<file path="config.mk">
export PLATFORM = sky130hd
export DESIGN_NAME = knn_stream_engine_flat
export DESIGN_NICKNAME = d
export VERILOG_FILES = /design/src/rtl/knn_stream_engine_if.sv /design/src/rtl/knn_stream_engine.sv /design/src/flat_wrapper.sv
export SDC_FILE = /design/constraint.sdc
export NUM_CORES = 2
export LEC_CHECK = 0
export BUFFER_PORTS_ARGS = -buffer_cell sky130_fd_sc_hd__clkbuf_2
export CAP_MARGIN = 25
export CELL_PAD_IN_SITES_DETAIL_PLACEMENT = 2
export CELL_PAD_IN_SITES_GLOBAL_PLACEMENT = 2
export CORE_MARGIN = 2
export CORE_UTILIZATION = 30
export CTS_CLUSTER_DIAMETER = 60
export CTS_CLUSTER_SIZE = 40
export DETAILED_ROUTE_END_ITERATION = 10
export PLACE_DENSITY_LB_ADDON = 0.1
export SLEW_MARGIN = 5
export SYNTH_ARGS = -nofsm -noshare
export SYNTH_HDL_FRONTEND = slang
export SYNTH_SLANG_ARGS = --single-unit
</file>
<file path="constraint.sdc">
create_clock -name clk -period 14.6 [get_ports clk]
set_input_delay 0 -clock clk [delete_from_list [all_inputs] [get_ports clk]]
set_output_delay 0 -clock clk [all_outputs]
set_load 0.005 [all_outputs]
</file>
<file path="src/rtl/knn_stream_engine_if.sv">
// -----------------------------------------------------------------------------
// knn_stream_engine_if
// Training-point stream between a producer and knn_stream_engine.
//
// Handshake: a beat transfers on every rising clock edge where trn_valid and
// trn_ready are both high. The master holds trn_point/trn_label/trn_last
// stable while trn_valid is high and trn_ready is low; trn_ready never
// depends combinationally on trn_valid.
//
// Signals:
//   trn_valid  master -> slave  beat valid
//   trn_ready  slave  -> master engine accepts beat
//   trn_point  master -> slave  N_DIM*DATA_W training coordinates, dim 0 in LSBs
//   trn_label  master -> slave  LABEL_W training label
//   trn_last   master -> slave  final beat of the run
// -----------------------------------------------------------------------------
interface knn_stream_engine_if #(
  parameter int DATA_W  = 16,
  parameter int N_DIM   = 2,
  parameter int LABEL_W = 8
);
  logic                      trn_valid;
  logic                      trn_ready;
  logic [N_DIM*DATA_W-1:0]   trn_point;
  logic [LABEL_W-1:0]        trn_label;
  logic                      trn_last;

  modport master (
    output trn_valid, trn_point, trn_label, trn_last,
    input  trn_ready
  );

  modport slave (
    input  trn_valid, trn_point, trn_label, trn_last,
    output trn_ready
  );
endinterface

</file>
<file path="src/rtl/knn_stream_engine.sv">
// -----------------------------------------------------------------------------
// knn_stream_engine
// k-nearest-neighbour engine: holds one test point, streams labelled training
// points, computes squared Euclidean distance in two pipeline stages and keeps
// a stable-sorted list of the K nearest neighbours (slot 0 nearest).
//
// Optional feature macro: KNN_VOTE_EN
//   defined   : K-cycle VOTE state computes a majority label (ties -> nearest)
//   undefined : no VOTE state, vote_label tied to 0
//
// Ports:
//   clk, rst      clock, asynchronous active-low reset
//   clear         synchronous abort: IDLE next cycle, list emptied, pipe flushed
//   test_load     capture test_point and start a run (IDLE/DONE only)
//   test_point    N_DIM*DATA_W signed test coordinates, dim 0 in LSBs
//   trn           training stream (slave modport)
//   busy, done    state is RUN/DRAIN/VOTE; result stable
//   count         number of valid slots
//   nb_dist       K*DIST_W slot distances (invalid slots all-ones)
//   nb_label      K*LABEL_W slot labels (invalid slots 0)
//   vote_label    majority label
//   dbg_state     current FSM state encoding
// -----------------------------------------------------------------------------
module knn_stream_engine #(
  parameter int DATA_W  = 16,
  parameter int N_DIM   = 2,
  parameter int K       = 4,
  parameter int LABEL_W = 8,
  parameter int DIST_W  = 2*DATA_W+2+$clog2(N_DIM)
) (
  input  logic                          clk,
  input  logic                          rst,
  input  logic                          clear,
  input  logic                          test_load,
  input  logic [N_DIM*DATA_W-1:0]       test_point,
  knn_stream_engine_if.slave            trn,
  output logic                          busy,
  output logic                          done,
  output logic [$clog2(K+1)-1:0]        count,
  output logic [K*DIST_W-1:0]           nb_dist,
  output logic [K*LABEL_W-1:0]          nb_label,
  output logic [LABEL_W-1:0]            vote_label,
  output logic [2:0]                    dbg_state
);
  localparam int SQ_W  = 2*DATA_W+2;
  localparam int CNT_W = $clog2(K+1);

  typedef enum logic [2:0] {S_IDLE, S_RUN, S_DRAIN, S_VOTE, S_DONE} state_t;

  state_t                   r_state;
  logic                     r_trn_ready, r_busy, r_done;
  logic [DATA_W-1:0]        r_test    [N_DIM];
  logic signed [DATA_W:0]   w_diff    [N_DIM];
  logic signed [SQ_W-1:0]   w_diff_x  [N_DIM];
  logic [SQ_W-1:0]          w_sq      [N_DIM];
  logic [SQ_W-1:0]          r_sq      [N_DIM];
  logic                     r_s1_v, r_s2_v;
  logic [LABEL_W-1:0]       r_s1_label, r_s2_label;
  logic [DIST_W-1:0]        w_sum, r_s2_dist;
  logic [DIST_W-1:0]        r_dist    [K];
  logic [LABEL_W-1:0]       r_label   [K];
  logic [DIST_W-1:0]        w_nxt_dist  [K];
  logic [LABEL_W-1:0]       w_nxt_label [K];
  logic [K-1:0]             w_le;
  logic [CNT_W-1:0]         r_count;
  logic                     w_accept, w_start;

  assign w_accept = trn.trn_valid && r_trn_ready && !clear;
  assign w_start  = test_load && (r_state == S_IDLE || r_state == S_DONE);

  // Stage-1 combinational: per-dimension signed difference and square.
  always_comb begin
    for (int i = 0; i < N_DIM; i++) begin
      w_diff[i]   = $signed({trn.trn_point[i*DATA_W+DATA_W-1], trn.trn_point[i*DATA_W +: DATA_W]})
                  - $signed({r_test[i][DATA_W-1], r_test[i]});
      w_diff_x[i] = SQ_W'(w_diff[i]);
      w_sq[i]     = w_diff_x[i] * w_diff_x[i];
    end
  end

  always_comb begin
    w_sum = '0;
    for (int i = 0; i < N_DIM; i++) w_sum = w_sum + DIST_W'(r_sq[i]);
  end

  // w_le is a prefix mask of slots at or nearer than the candidate; the first
  // zero bit marks the insertion point, and '<=' keeps earlier ties nearer.
  always_comb begin
    for (int j = 0; j < K; j++)
      w_le[j] = (CNT_W'(j) < r_count) && (r_dist[j] <= r_s2_dist);
    w_nxt_dist[0]  = w_le[0] ? r_dist[0]  : r_s2_dist;
    w_nxt_label[0] = w_le[0] ? r_label[0] : r_s2_label;
    for (int j = 1; j < K; j++) begin
      w_nxt_dist[j]  = w_le[j] ? r_dist[j]  : (w_le[j-1] ? r_s2_dist  : r_dist[j-1]);
      w_nxt_label[j] = w_le[j] ? r_label[j] : (w_le[j-1] ? r_s2_label : r_label[j-1]);
    end
  end

`ifdef KNN_VOTE_EN
  logic [CNT_W-1:0]   r_vidx;
  logic [CNT_W-1:0]   w_votes, r_best_votes;
  logic [LABEL_W-1:0] w_cur_label, r_best_label, r_vote_label;
  logic               w_take;
`endif

  // Control FSM.
  always_ff @(posedge clk or negedge rst) begin
    if (!rst) begin
      r_state     <= S_IDLE;
      r_trn_ready <= 1'b0;
      r_busy      <= 1'b0;
      r_done      <= 1'b0;
`ifdef KNN_VOTE_EN
      r_vidx      <= '0;
`endif
    end else if (clear) begin
      r_state     <= S_IDLE;
      r_trn_ready <= 1'b0;
      r_busy      <= 1'b0;
      r_done      <= 1'b0;
    end else begin
      case (r_state)
        S_IDLE, S_DONE: if (test_load) begin
          r_state     <= S_RUN;
          r_trn_ready <= 1'b1;
          r_busy      <= 1'b1;
          r_done      <= 1'b0;
        end
        S_RUN: if (w_accept && trn.trn_last) begin
          r_state     <= S_DRAIN;
          r_trn_ready <= 1'b0;
        end
        // Stage 1 empty means the last beat sits in stage 2 and lands in the
        // list on this edge, so the result is complete next cycle.
        S_DRAIN: if (!r_s1_v) begin
`ifdef KNN_VOTE_EN
          r_state <= S_VOTE;
          r_vidx  <= '0;
`else
          r_state <= S_DONE;
          r_busy  <= 1'b0;
          r_done  <= 1'b1;
`endif
        end
`ifdef KNN_VOTE_EN
        S_VOTE: begin
          if (r_vidx == CNT_W'(K-1)) begin
            r_state <= S_DONE;
            r_busy  <= 1'b0;
            r_done  <= 1'b1;
          end else begin
            r_vidx <= r_vidx + CNT_W'(1);
          end
        end
`endif
        default: begin
          r_state     <= S_IDLE;
          r_trn_ready <= 1'b0;
          r_busy      <= 1'b0;
          r_done      <= 1'b0;
        end
      endcase
    end
  end

  // Datapath: pipeline stages and neighbour list.
  always_ff @(posedge clk or negedge rst) begin
    if (!rst) begin
      r_s1_v     <= 1'b0;
      r_s2_v     <= 1'b0;
      r_s1_label <= '0;
      r_s2_label <= '0;
      r_s2_dist  <= '0;
      r_count    <= '0;
      for (int i = 0; i < N_DIM; i++) begin
        r_test[i] <= '0;
        r_sq[i]   <= '0;
      end
      for (int j = 0; j < K; j++) begin
        r_dist[j]  <= '1;
        r_label[j] <= '0;
      end
    end else begin
      r_s1_v <= w_accept;
      r_s2_v <= r_s1_v && !clear;
      if (w_accept) begin
        for (int i = 0; i < N_DIM; i++) r_sq[i] <= w_sq[i];
        r_s1_label <= trn.trn_label;
      end
      if (r_s1_v) begin
        r_s2_dist  <= w_sum;
        r_s2_label <= r_s1_label;
      end
      if (clear || w_start) begin
        r_count <= '0;
        for (int j = 0; j < K; j++) begin
          r_dist[j]  <= '1;
          r_label[j] <= '0;
        end
        if (!clear)
          for (int i = 0; i < N_DIM; i++) r_test[i] <= test_point[i*DATA_W +: DATA_W];
      end else if (r_s2_v) begin
        for (int j = 0; j < K; j++) begin
          r_dist[j]  <= w_nxt_dist[j];
          r_label[j] <= w_nxt_label[j];
        end
        if (r_count != CNT_W'(K)) r_count <= r_count + CNT_W'(1);
      end
    end
  end

`ifdef KNN_VOTE_EN
  // Vote cycle i scores slot i; the list is frozen while voting.
  always_comb begin
    w_cur_label = '0;
    for (int j = 0; j < K; j++)
      if (CNT_W'(j) == r_vidx) w_cur_label = r_label[j];
    w_votes = '0;
    for (int j = 0; j < K; j++)
      if (CNT_W'(j) < r_count && r_label[j] == w_cur_label) w_votes = w_votes + CNT_W'(1);
    // Slot 0 seeds the running best; later slots need strictly more votes.
    w_take = (r_vidx < r_count) && (r_vidx == '0 || w_votes > r_best_votes);
  end

  always_ff @(posedge clk or negedge rst) begin
    if (!rst) begin
      r_best_votes <= '0;
      r_best_label <= '0;
      r_vote_label <= '0;
    end else if (!clear && r_state == S_VOTE) begin
      if (w_take) begin
        r_best_votes <= w_votes;
        r_best_label <= w_cur_label;
      end
      if (r_vidx == CNT_W'(K-1))
        r_vote_label <= w_take ? w_cur_label : r_best_label;
    end
  end

  assign vote_label = r_vote_label;
`else
  assign vote_label = '0;
`endif

  always_comb begin
    for (int j = 0; j < K; j++) begin
      nb_dist[j*DIST_W +: DIST_W]    = r_dist[j];
      nb_label[j*LABEL_W +: LABEL_W] = r_label[j];
    end
  end

  assign trn.trn_ready = r_trn_ready;
  assign busy          = r_busy;
  assign done          = r_done;
  assign count         = r_count;
  assign dbg_state     = r_state;
endmodule

</file>
<file path="src/flat_wrapper.sv">
// flat-port wrapper written by rule: the top's interface ports become plain ports
module knn_stream_engine_flat 
#(
  parameter int DATA_W  = 16,
  parameter int N_DIM   = 2,
  parameter int K       = 4,
  parameter int LABEL_W = 8,
  parameter int DIST_W  = 2*DATA_W+2+$clog2(N_DIM)
)
  (clk, rst, clear, test_load, test_point, busy, done, count, nb_dist, nb_label, vote_label, dbg_state, trn_trn_valid, trn_trn_point, trn_trn_label, trn_trn_last, trn_trn_ready);
  knn_stream_engine_if #(.DATA_W(DATA_W), .N_DIM(N_DIM), .LABEL_W(LABEL_W)) trn_i ();
  input  logic clk;
  input  logic rst;
  input  logic clear;
  input  logic test_load;
  input  logic [N_DIM*DATA_W-1:0] test_point;
  output logic busy;
  output logic done;
  output logic [$clog2(K+1)-1:0] count;
  output logic [K*DIST_W-1:0] nb_dist;
  output logic [K*LABEL_W-1:0] nb_label;
  output logic [LABEL_W-1:0] vote_label;
  output logic [2:0] dbg_state;
  input wire logic [$bits(trn_i.trn_valid)-1:0] trn_trn_valid;
  input wire logic [$bits(trn_i.trn_point)-1:0] trn_trn_point;
  input wire logic [$bits(trn_i.trn_label)-1:0] trn_trn_label;
  input wire logic [$bits(trn_i.trn_last)-1:0] trn_trn_last;
  output wire logic [$bits(trn_i.trn_ready)-1:0] trn_trn_ready;
  assign trn_i.trn_valid = trn_trn_valid;
  assign trn_i.trn_point = trn_trn_point;
  assign trn_i.trn_label = trn_trn_label;
  assign trn_i.trn_last = trn_trn_last;
  assign trn_trn_ready = trn_i.trn_ready;
  knn_stream_engine #(.DATA_W(DATA_W), .N_DIM(N_DIM), .K(K), .LABEL_W(LABEL_W), .DIST_W(DIST_W)) u_core (.clk(clk), .rst(rst), .clear(clear), .test_load(test_load), .test_point(test_point), .trn(trn_i), .busy(busy), .done(done), .count(count), .nb_dist(nb_dist), .nb_label(nb_label), .vote_label(vote_label), .dbg_state(dbg_state));
endmodule
</file>
==> impl_metrics.toml <==
[run_status]
outcome = "finished, violations left"
violations = "hold timing"

[sta]
rsz0062_at_grt = "no"
fmax_mhz = 107
setup-tns-final_ns = 0
report.final.setup_viol = 0
worstMarginPinSlew_ns = 1.09
slew_headroom_pct = 27.5
skew_ns = 0.0793
hold_ws_ns = -0.0218
period_needed_ns = 9.38
min_period_over_period_pct = 64.3
drv_slew = 0
finalHoldViolCount = 2

[setup_path]
cp.buffers_inverters = 8
start_kind = "register"
critPathMaxFanout = 15
critPathKind = "reg2reg"
r2r-start = "u_core.r_test[17]"
cpMostUsedCell = "inv_1"
cp.arrival_ns = 9.90
endpoint_kind = "register"
slowest_stage = "fa_1"
setup.worst_path.start = "u_core.r_test[17]"
path_delay_family = "adder cells"
required_ns = 15.12
critPathMaxStageDelay_ns = 0.66

[synthesis]
syn_inst = 4078
netlist_area_sq_um = 39100
yosys.area.top_type = "fa_1"
synth_cell_types = 90
ys_ff_latch = 332
avgSynthCellArea_sq_um = 9.58
ys_seq_area_share_pct = 21.7
yosys-top-cells-area = "fa_1, dfrtp_1, ha_1, dfstp_2, inv_1"
ys_warn_count = 0
synth-async-reset-ratio_pct = 100
ys.flop_type = "dfrtp_1"
netlist.area_leader.share_pct = 27.8
synth_edf_count = 0

[global_routing]
grt_max_degree = 137
grt-ovfl-total = 0
grt_pass1_vias = 33900
antenna_found_initial = 1
grtUsageTotal_pct = 21.0
grt_pass1_wl_microns = 214000

[finish]
num_antenna_cells = 0
drive_gt1_share_pct = 14.2
area_delta_synth_final_pct = 14.3
final_cell_mix = "inv_1, fa_1, nand2_1"
layout_commonest_cell = "inv_1"
nets = 5327

[detailed_routing]
first_pass_iters = 5
drc = 0
vias_per_cell = 4.90
dr.first_iter.drc_count = 1137
routedWlPerCell_microns = 22.6
vias = 30000
wl_microns = 139000
detail-route-antenna-nets = 0

[floorplanning]
chipHeight_microns = 365
ios = 267
rows = 132
dieWidth_microns = 365
dieArea_sq_um = 133000
initial_core_util_pct = 30.2
fp.coreArea_sq_um = 129000

[cts]
cts_resized = 0
root_buffer = "clkbuf_16"
cts-buffers-inserted = 52
clock_sinks = 332
clk_pin_slew_ns = 0.06
clk_latency_ns = 0.65
cts_tree = "done"
clock_path_buffers = 3
h-tree-depth = 2

[placed_design]
place.gp.congestion = 0.824
dp_hpwl_microns = 111000
portBuffers = 258

[flow_run]
max-cap-violations = 0

[min_path]
worstHoldPathType = "in2async"
flip-flops by register name (all words and copies together), names as in the netlist:
register / cells
u_core.busy: 1
u_core.count: 3
u_core.dbg_state: 3
u_core.done: 1
u_core.nb_dist: 140
u_core.nb_label: 32
u_core.r_s1_label: 8
u_core.r_s1_v: 1
u_core.r_s2_dist: 35
u_core.r_s2_label: 8
u_core.r_s2_v: 1
u_core.r_sq: 66
u_core.r_test: 32
u_core.trn.trn_ready: 1
worst paths after layout:
check / slack, ns / cells past startpoint / end
max: 5.22 / 34 / u_core.r_sq[60]
min: -0.02 / 2 / u_core.r_s2_dist[18]
max reg2reg: 5.22 / 34 / u_core.r_sq[60]
min reg2reg: 0.48 / 2 / u_core.r_s1_label[6]
max in group asynchronous: 12.21 / 5 / u_core.r_s2_dist[30]
min in group clk: 0.06 / 4 / u_core.r_sq[66]
cell families after synthesis:
family | count (synthesis) | synth area share [%]
adders and majority gates | 917 | 39.8
and+or+nand+nor | 888 | 9.93
AOI/OAI and AO/OA | 770 | 13.2
DFF | 332 | 21.7
xor gates and xnor gates | 122 | 2.75
other | 1 | 0.00960
buffers and inverters | 929 | 9.44
muxes | 119 | 3.12
synthesized netlist by cell type, drive strengths merged (22+ instances only):
master   instances
a21o            79
a21oi          185
a2bb2oi        104
buf             62
clkbuf         102
dfrtp          192
dfstp          140
fa             542
ha             375
inv            759
mux2            22
mux2i           97
nand2          413
nand3           47
nand4           43
nor2           238
nor2b           27
nor3            30
o211ai          50
o21a            27
o21ai          178
xnor2           77
xor2            45
cell type report:
type | count | area, sq um
clock buffers | 58 | 1340
clock inverters | 40 | 571
fillers | 14300 | 84700
inverters | 765 | 2870
multi-input cells | 2824 | 27000
flip-flops and latches | 332 | 8480
well taps | 1742 | 2180
repair buffers | 357 | 2170
metal layers:
metal / global-route usage [%] / wire length (microns) / vias to the layer above
li1: - / - / 13800
met1: 28.7 / 65600 / 15700
met2: 36.4 / 66700 / 426
met3: 1.92 / 3750 / 118
met4: 3.78 / 2480 / 0
met5: 0 / 0 / -
stage by stage:
step                      util [%]  cells  cell area [sq um]  setup slack, ns  hold slack [ns]
after global routing          34.5   6118              44700             4.58           0.0292
after CTS                     34.5   6118              44700             5.11           0.0161
after detailed placement      32.7   5974              42300             5.05           0.0915
after floorplan                  -   4085              39100             6.51           -0.296
after global placement        32.7   5974              42300             5.31           0.0891
final                         34.5   6118              44700             5.22          -0.0218
what timing repair did:
item / 4_1_cts / 5_1_grt
hold buffers: 46 / 0
setup buffers: 0 / 0
endpoints found under the hold margin: 143 / 0
Power is left out: the tool's default activity adds up to more than one toggle a clock period on the data nets, which glitch-free logic cannot reach.
